File: config.mk
export PLATFORM = sky130hd
export DESIGN_NAME = spi_regbank
export DESIGN_NICKNAME = d
export VERILOG_FILES = /design/src/rtl/spi_regbank.sv
export SDC_FILE = /design/constraint.sdc
export NUM_CORES = 1
export LEC_CHECK = 0
export ABC_AREA = 1
export CAP_MARGIN = 25
export CORE_ASPECT_RATIO = 0.9
export CORE_MARGIN = 5
export CORE_UTILIZATION = 54
export DETAILED_ROUTE_END_ITERATION = 7
export PLACE_DENSITY = 0.8
export RECOVER_POWER = 25
export SETUP_SLACK_MARGIN = 0.05
export SYNTH_ARGS = -nofsm -noshare
export SYNTH_HDL_FRONTEND = slang
export SYNTH_SLANG_ARGS = --single-unit
File: constraint.sdc
create_clock -name clk -period 2.1 [get_ports clk]
set_input_delay 0.315 -clock clk [delete_from_list [all_inputs] [get_ports clk]]
set_output_delay 0.315 -clock clk [all_outputs]
set_load 0.03 [all_outputs]
File: src/rtl/spi_regbank.sv
// SPI mode-0 slave register bank: synchronised pins, frame FSM, write commit on nCS release,
// shadow-register read-back on CIPO and rejection of short or overlong frames.
module spi_regbank #(
    parameter int NUM_REGS    = 8,
    parameter int DATA_W      = 8,
    parameter int ADDR_W      = 7,
    parameter int SYNC_STAGES = 2
) (
    input  logic                       clk,
    input  logic                       rst_n,
    input  logic                       SCLK,
    input  logic                       nCS,
    input  logic                       COPI,
    output logic                       CIPO,
    output logic                       CIPO_oe,
    output logic [NUM_REGS*DATA_W-1:0] regs_flat,
    output logic [NUM_REGS-1:0]        wr_strobe,
    output logic                       frame_err
);

    localparam int FRAME_W = 1 + ADDR_W + DATA_W;
    localparam int CNT_W   = $clog2(FRAME_W + 2);
    localparam logic [CNT_W-1:0] CNT_MAX   = CNT_W'(FRAME_W + 1);
    localparam logic [CNT_W-1:0] CNT_CMD   = CNT_W'(1 + ADDR_W);
    localparam logic [CNT_W-1:0] CNT_FRAME = CNT_W'(FRAME_W);

    typedef enum logic [2:0] {
        ST_IDLE = 3'd0,
        ST_CMD  = 3'd1,
        ST_DATA = 3'd2,
        ST_FULL = 3'd3,
        ST_OVER = 3'd4
    } state_t;

    function automatic logic [NUM_REGS-1:0] addr_sel(input logic [ADDR_W-1:0] a);
        logic [NUM_REGS-1:0] sel;
        for (int k = 0; k < NUM_REGS; k++) begin
            if (a == ADDR_W'(k)) begin
                sel[k] = 1'b1;
            end else begin
                sel[k] = 1'b0;
            end
        end
        return sel;
    endfunction

    // Out-of-range addresses select nothing, so they read back as zero.
    function automatic logic [DATA_W-1:0] read_mux(input logic [NUM_REGS*DATA_W-1:0] r,
                                                   input logic [NUM_REGS-1:0]        sel);
        logic [DATA_W-1:0] v;
        v = '0;
        for (int k = 0; k < NUM_REGS; k++) begin
            if (sel[k]) begin
                v = v | r[k*DATA_W +: DATA_W];
            end else begin
                v = v;
            end
        end
        return v;
    endfunction

    function automatic logic [CNT_W-1:0] sat_inc(input logic [CNT_W-1:0] c);
        return (c == CNT_MAX) ? c : c + 1'b1;
    endfunction

    logic [SYNC_STAGES-1:0]     sclk_sync_r, ncs_sync_r, copi_sync_r;
    state_t                     state_r, state_n;
    logic [CNT_W-1:0]           cnt_r, cnt_n;
    logic [FRAME_W-1:0]         shift_r, shift_n;
    logic [DATA_W-1:0]          shadow_r, shadow_n;
    logic                       loaded_r, loaded_n;
    logic [NUM_REGS*DATA_W-1:0] regs_r, regs_n;
    logic [NUM_REGS-1:0]        strobe_r, strobe_n;
    logic                       err_r, err_n;
    logic                       cipo_r, cipo_n;
    logic                       oe_r;
    logic                       sclk_rise_s, sclk_fall_s, ncs_rise_s, ncs_fall_s, copi_s;
    logic [NUM_REGS-1:0]        wr_sel_s, rd_sel_s;

    // Pin synchronisers; reset values model an idle bus.
    always_ff @(posedge clk or negedge rst_n) begin
        if (!rst_n) begin
            sclk_sync_r <= '0;
            ncs_sync_r  <= '1;
            copi_sync_r <= '0;
        end else begin
            sclk_sync_r <= {sclk_sync_r[SYNC_STAGES-2:0], SCLK};
            ncs_sync_r  <= {ncs_sync_r[SYNC_STAGES-2:0], nCS};
            copi_sync_r <= {copi_sync_r[SYNC_STAGES-2:0], COPI};
        end
    end

    assign sclk_rise_s = sclk_sync_r[SYNC_STAGES-2] & ~sclk_sync_r[SYNC_STAGES-1];
    assign sclk_fall_s = ~sclk_sync_r[SYNC_STAGES-2] & sclk_sync_r[SYNC_STAGES-1];
    assign ncs_rise_s  = ncs_sync_r[SYNC_STAGES-2] & ~ncs_sync_r[SYNC_STAGES-1];
    assign ncs_fall_s  = ~ncs_sync_r[SYNC_STAGES-2] & ncs_sync_r[SYNC_STAGES-1];
    assign copi_s      = copi_sync_r[SYNC_STAGES-1];

    // Complete frame holds {rw, addr, data}; during DATA's first fall the low bits hold {rw, addr}.
    assign wr_sel_s = addr_sel(shift_r[FRAME_W-2 -: ADDR_W]);
    assign rd_sel_s = addr_sel(shift_r[ADDR_W-1:0]);

    // Frame FSM next-state plus datapath next values; nCS edges take priority over SCLK edges.
    always_comb begin
        state_n  = state_r;
        cnt_n    = cnt_r;
        shift_n  = shift_r;
        shadow_n = shadow_r;
        loaded_n = loaded_r;
        regs_n   = regs_r;
        strobe_n = '0;
        err_n    = 1'b0;
        cipo_n   = 1'b0;
        case (state_r)
            ST_IDLE: begin
                if (ncs_fall_s) begin
                    state_n  = ST_CMD;
                    cnt_n    = '0;
                    shift_n  = '0;
                    shadow_n = '0;
                    loaded_n = 1'b0;
                end else begin
                    state_n = ST_IDLE;
                end
            end
            ST_CMD, ST_DATA, ST_FULL, ST_OVER: begin
                if (ncs_rise_s) begin
                    state_n = ST_IDLE;
                    if (state_r == ST_FULL) begin
                        if (shift_r[FRAME_W-1]) begin
                            for (int k = 0; k < NUM_REGS; k++) begin
                                if (wr_sel_s[k]) begin
                                    regs_n[k*DATA_W +: DATA_W] = shift_r[DATA_W-1:0];
                                end else begin
                                    regs_n[k*DATA_W +: DATA_W] = regs_r[k*DATA_W +: DATA_W];
                                end
                            end
                            strobe_n = wr_sel_s;
                        end else begin
                            strobe_n = '0;
                        end
                    end else begin
                        err_n = 1'b1;
                    end
                end else if (sclk_rise_s) begin
                    case (state_r)
                        ST_CMD: begin
                            shift_n = {shift_r[FRAME_W-2:0], copi_s};
                            cnt_n   = sat_inc(cnt_r);
                            if (cnt_n == CNT_CMD) begin
                                state_n = ST_DATA;
                            end else begin
                                state_n = ST_CMD;
                            end
                        end
                        ST_DATA: begin
                            shift_n = {shift_r[FRAME_W-2:0], copi_s};
                            cnt_n   = sat_inc(cnt_r);
                            if (cnt_n == CNT_FRAME) begin
                                state_n = ST_FULL;
                            end else begin
                                state_n = ST_DATA;
                            end
                        end
                        ST_FULL: begin
                            state_n = ST_OVER;
                            cnt_n   = sat_inc(cnt_r);
                        end
                        default: begin
                            state_n = state_r;
                        end
                    endcase
                end else if (sclk_fall_s) begin
                    if (state_r == ST_DATA) begin
                        if (!loaded_r) begin
                            shadow_n = read_mux(regs_r, rd_sel_s);
                            loaded_n = 1'b1;
                        end else begin
                            shadow_n = shadow_r << 1'b1;
                        end
                    end else if (state_r == ST_FULL) begin
                        shadow_n = shadow_r << 1'b1;
                    end else begin
                        shadow_n = shadow_r;
                    end
                end else begin
                    state_n = state_r;
                end
            end
            default: begin
                state_n = ST_IDLE;
            end
        endcase
        if ((state_n == ST_DATA) || (state_n == ST_FULL)) begin
            cipo_n = shadow_n[DATA_W-1];
        end else begin
            cipo_n = 1'b0;
        end
    end

    // State, datapath and registered outputs.
    always_ff @(posedge clk or negedge rst_n) begin
        if (!rst_n) begin
            state_r  <= ST_IDLE;
            cnt_r    <= '0;
            shift_r  <= '0;
            shadow_r <= '0;
            loaded_r <= 1'b0;
            regs_r   <= '0;
            strobe_r <= '0;
            err_r    <= 1'b0;
            cipo_r   <= 1'b0;
            oe_r     <= 1'b0;
        end else begin
            state_r  <= state_n;
            cnt_r    <= cnt_n;
            shift_r  <= shift_n;
            shadow_r <= shadow_n;
            loaded_r <= loaded_n;
            regs_r   <= regs_n;
            strobe_r <= strobe_n;
            err_r    <= err_n;
            cipo_r   <= cipo_n;
            oe_r     <= ~ncs_sync_r[SYNC_STAGES-2];
        end
    end

    assign CIPO      = cipo_r;
    assign CIPO_oe   = oe_r;
    assign regs_flat = regs_r;
    assign wr_strobe = strobe_r;
    assign frame_err = err_r;

endmodule
==> reports/metrics.yaml <==
power:
  power_density_mw_per_mm2: 793.4
  leakagePower_nw: 3.409
  ir_drop_mv: 1.183
  p_total_mw: 5.515
critical_path:
  path_class: "flip-flop to flip-flop"
  startpoint_type: "flip-flop"
  end_kind: "flip-flop"
  r2r_slack_ns: 0.06
  crit_arrival_ns: 2.43
  path_max_fanout: 17
  required_ns: 2.49
  r2r.worst_path.cells: 10
synthesis:
  ys.flop_type: "dfrtp_1"
  syn_inst: 642
  ys_ff_latch: 114
  synth_edf_count: 0
  syn_avg_cell_area_um2: 8.236
  synth_nets: 650
  yosysSeqAreaShare_pct: 54.00
  ys_warn_count: 0
  yosysUniqueCellTypes: 34
  synthArstFlopShare_pct: 100.0
  synthesis.area_mm2: 0.005288
finish:
  syn2layout_area_growth_pct: 31.47
  final_common_cell: "nand2_1"
  mostFrequentLayoutCells: "211 x nand2_1, 109 x dfrtp_1, 75 x clkdlybuf4s50_1"
  nets: 755
  final_util_pct: 72.31
  num_antenna_cells: 0
  drive_above_1_share_pct: 13.31
  fillCellCount: 723
  stdcell_count: 885
global_routing:
  grt_max_degree: 53
  antenna_found_initial: 0
  grt_pass1_vias: 4677
  grt_overflow: 0
  grt_pass1_wl_um: 24480
  grt_use_total_pct: 26.76
placed_design:
  place_inst: 849
  dp_hpwl_um: 10500
  place_congestion: 1.022
  portBuffers: 79
timing:
  grt_setup_unrepaired: "true"
  drv_slew: 0
  hold_viol: 0
  finalCritPeriodShare_pct: 97.07
  timing.fmax_ghz: 0.4906
  fin_skew_ns: 0.007830
  max_slew_margin_pct: 19.92
  min_period_ns: 2.038
  tightest_slew_ns: 1.201
  finalSetupViolCount: 0
flow_run:
  drv_cap: 0
floorplan:
  die_h_um: 103.9
  dieArea_mm2: 0.01187
  core-area_mm2: 0.009614
  die_w_um: 114.3
  io_pins: 80
  fp-row-count: 34
  initial_core_util_pct: 55.00
detailed_routing:
  drc: 0
  firstDrtPassIters: 5
  postRouteAntennaNets: 0
  drtIter0Drc: 519
  vias: 4881
  vias_per_cell: 5.515
  wl_per_cell_um: 17.35
  wirelength_um: 15350
worst_hold_path:
  min_path_type: "input pin to flip-flop"
  whs_path_depth: 1
clock_network:
  clockRootBuffer: "clkbuf_8"
  cts.path.max_buffers: 2
  clk_pin_slew_worst_paths_ns: 0.06
  cts.sinks: 114
  htree_levels: 4
  numCtsBuffers: 17
  insertion_delay_ns: 0.52
  cts_tree: "built"
run_status:
  status: "finished clean"
==> cells by family (layout without fill, tap and decap cells) <==
| kind of cell | count (synthesis) | after routing | share of synthesized area [%] |
|---|---|---|---|
| compound gates | 106 | 106 | 10.93 |
| xor+xnor | 3 | 3 | 0.4970 |
| fa+ha+maj | 3 | 3 | 0.7100 |
| buf+inv | 73 | 190 | 6.673 |
| flops | 114 | 114 | 54.00 |
| simple gates | 343 | 343 | 27.19 |
==> cell type report <==
type / count / area (um2) / share of cell area, %
repair buffers: 105 / 1020 / 14.67
inverters: 54 / 202.7 / 2.916
clock buffers: 18 / 417.9 / 6.012
multi-input cells: 455 / 2132 / 30.67
well taps: 126 / 157.7 / 2.268
clock inverters: 13 / 162.7 / 2.340
flip-flops and latches: 114 / 2859 / 41.13
==> cell usage after synthesis (2+ instances only) <==
library cell,count,area [um2]
nand2_1,216,810.8
dfrtp_1,112,2803
o21ai_1,55,275.3
nor2_1,54,202.7
inv_1,51,191.4
nand3_1,43,215.2
o21ai_0,26,130.1
a21oi_1,11,55.05
buf_6,9,101.4
nand2_2,9,56.30
o21ai_2,9,78.83
nor3_1,6,30.03
nor2_2,5,31.28
clkbuf_1,4,15.01
buf_2,3,15.01
ha_1,3,37.54
nand4_1,3,18.77
xor2_1,3,26.28
buf_4,2,15.01
dfstp_2,2,52.55
inv_2,2,7.510
nor3_4,2,32.53
==> layer usage <==
layer | global-route usage (%) | vias up | share of wire (%)
li1 | - | 2279 | -
met1 | 35.50 | 2345 | 40
met2 | 41.85 | 217 | 49
met3 | 7.446 | 40 | 8.2
met4 | 10.26 | 0 | 2.6
met5 | 0 | - | 0
==> registers in the layout (all words and copies together) (netlist names) <==
register,flops
cnt_r,5
regs_flat,64
sclk_sync_r,2
frame_err,1
CIPO_oe,1
CIPO,1
wr_strobe,8
shadow_r,8
ncs_sync_r,2
copi_sync_r,2
loaded_r,1
state_r,3
shift_r,16
==> final timing paths <==
| check | from | endpoint |
|---|---|---|
| min in group asynchronous | rst_n | wr_strobe[0]$_DFF_PN0_ |
| min | nCS | ncs_sync_r[0]$_DFF_PN1_ |
| min reg2reg | copi_sync_r[0]$_DFF_PN0_ | copi_sync_r[1]$_DFF_PN0_ |
| max in group asynchronous | rst_n | ncs_sync_r[0]$_DFF_PN1_ |
| max | ncs_sync_r[0]$_DFF_PN1_ | regs_flat[55]$_DFFE_PN0P_ |
| max reg2reg | ncs_sync_r[0]$_DFF_PN1_ | regs_flat[55]$_DFFE_PN0P_ |
==> worst max-delay path, cell delays in order, from the launching register on <==
cell and delay (ns):
dfstp_2 0.52, inv_1 0.06, nor2_2 0.12, inv_2 0.08
nor2_2 0.15, nand3_2 0.14, nor3_4 0.32, buf_4 0.18
nand2_4 0.13, nand2_1 0.12, o21ai_1 0.08
==> power breakdown <==
| part | internal (mW) | switching [mW] |
|---|---|---|
| sequential | 2.24 | 0.0484 |
| combinational | 0.122 | 0.272 |
| clock | 1.80 | 1.04 |
| total | 4.16 | 1.36 |
==> metrics by stage <==
step | hold slack [ns] | setup slack, ns | area [um2] | setup TNS [ns]
2_1_floorplan | 0.01941 | 0.3357 | 5288 | 0
3_3_place_gp | 0.2101 | 0.1835 | 6266 | 0
3_5_place_dp | 0.2114 | 0.07481 | 6266 | 0
4_1_cts | 0.1861 | 0.05207 | 6857 | 0
5_1_grt | 0.3312 | -0.06184 | 6952 | -0.3699
6_report | 0.3331 | 0.06150 | 6952 | 0
==> what timing repair did <==
item,4_1_cts,5_1_grt
hold endpoints to repair,18,0
resized for setup,0,20
hold buffers,1,0
endpoints found under the setup margin,0,88
setup buffers,0,4
(Power assumes the default switching activity.)
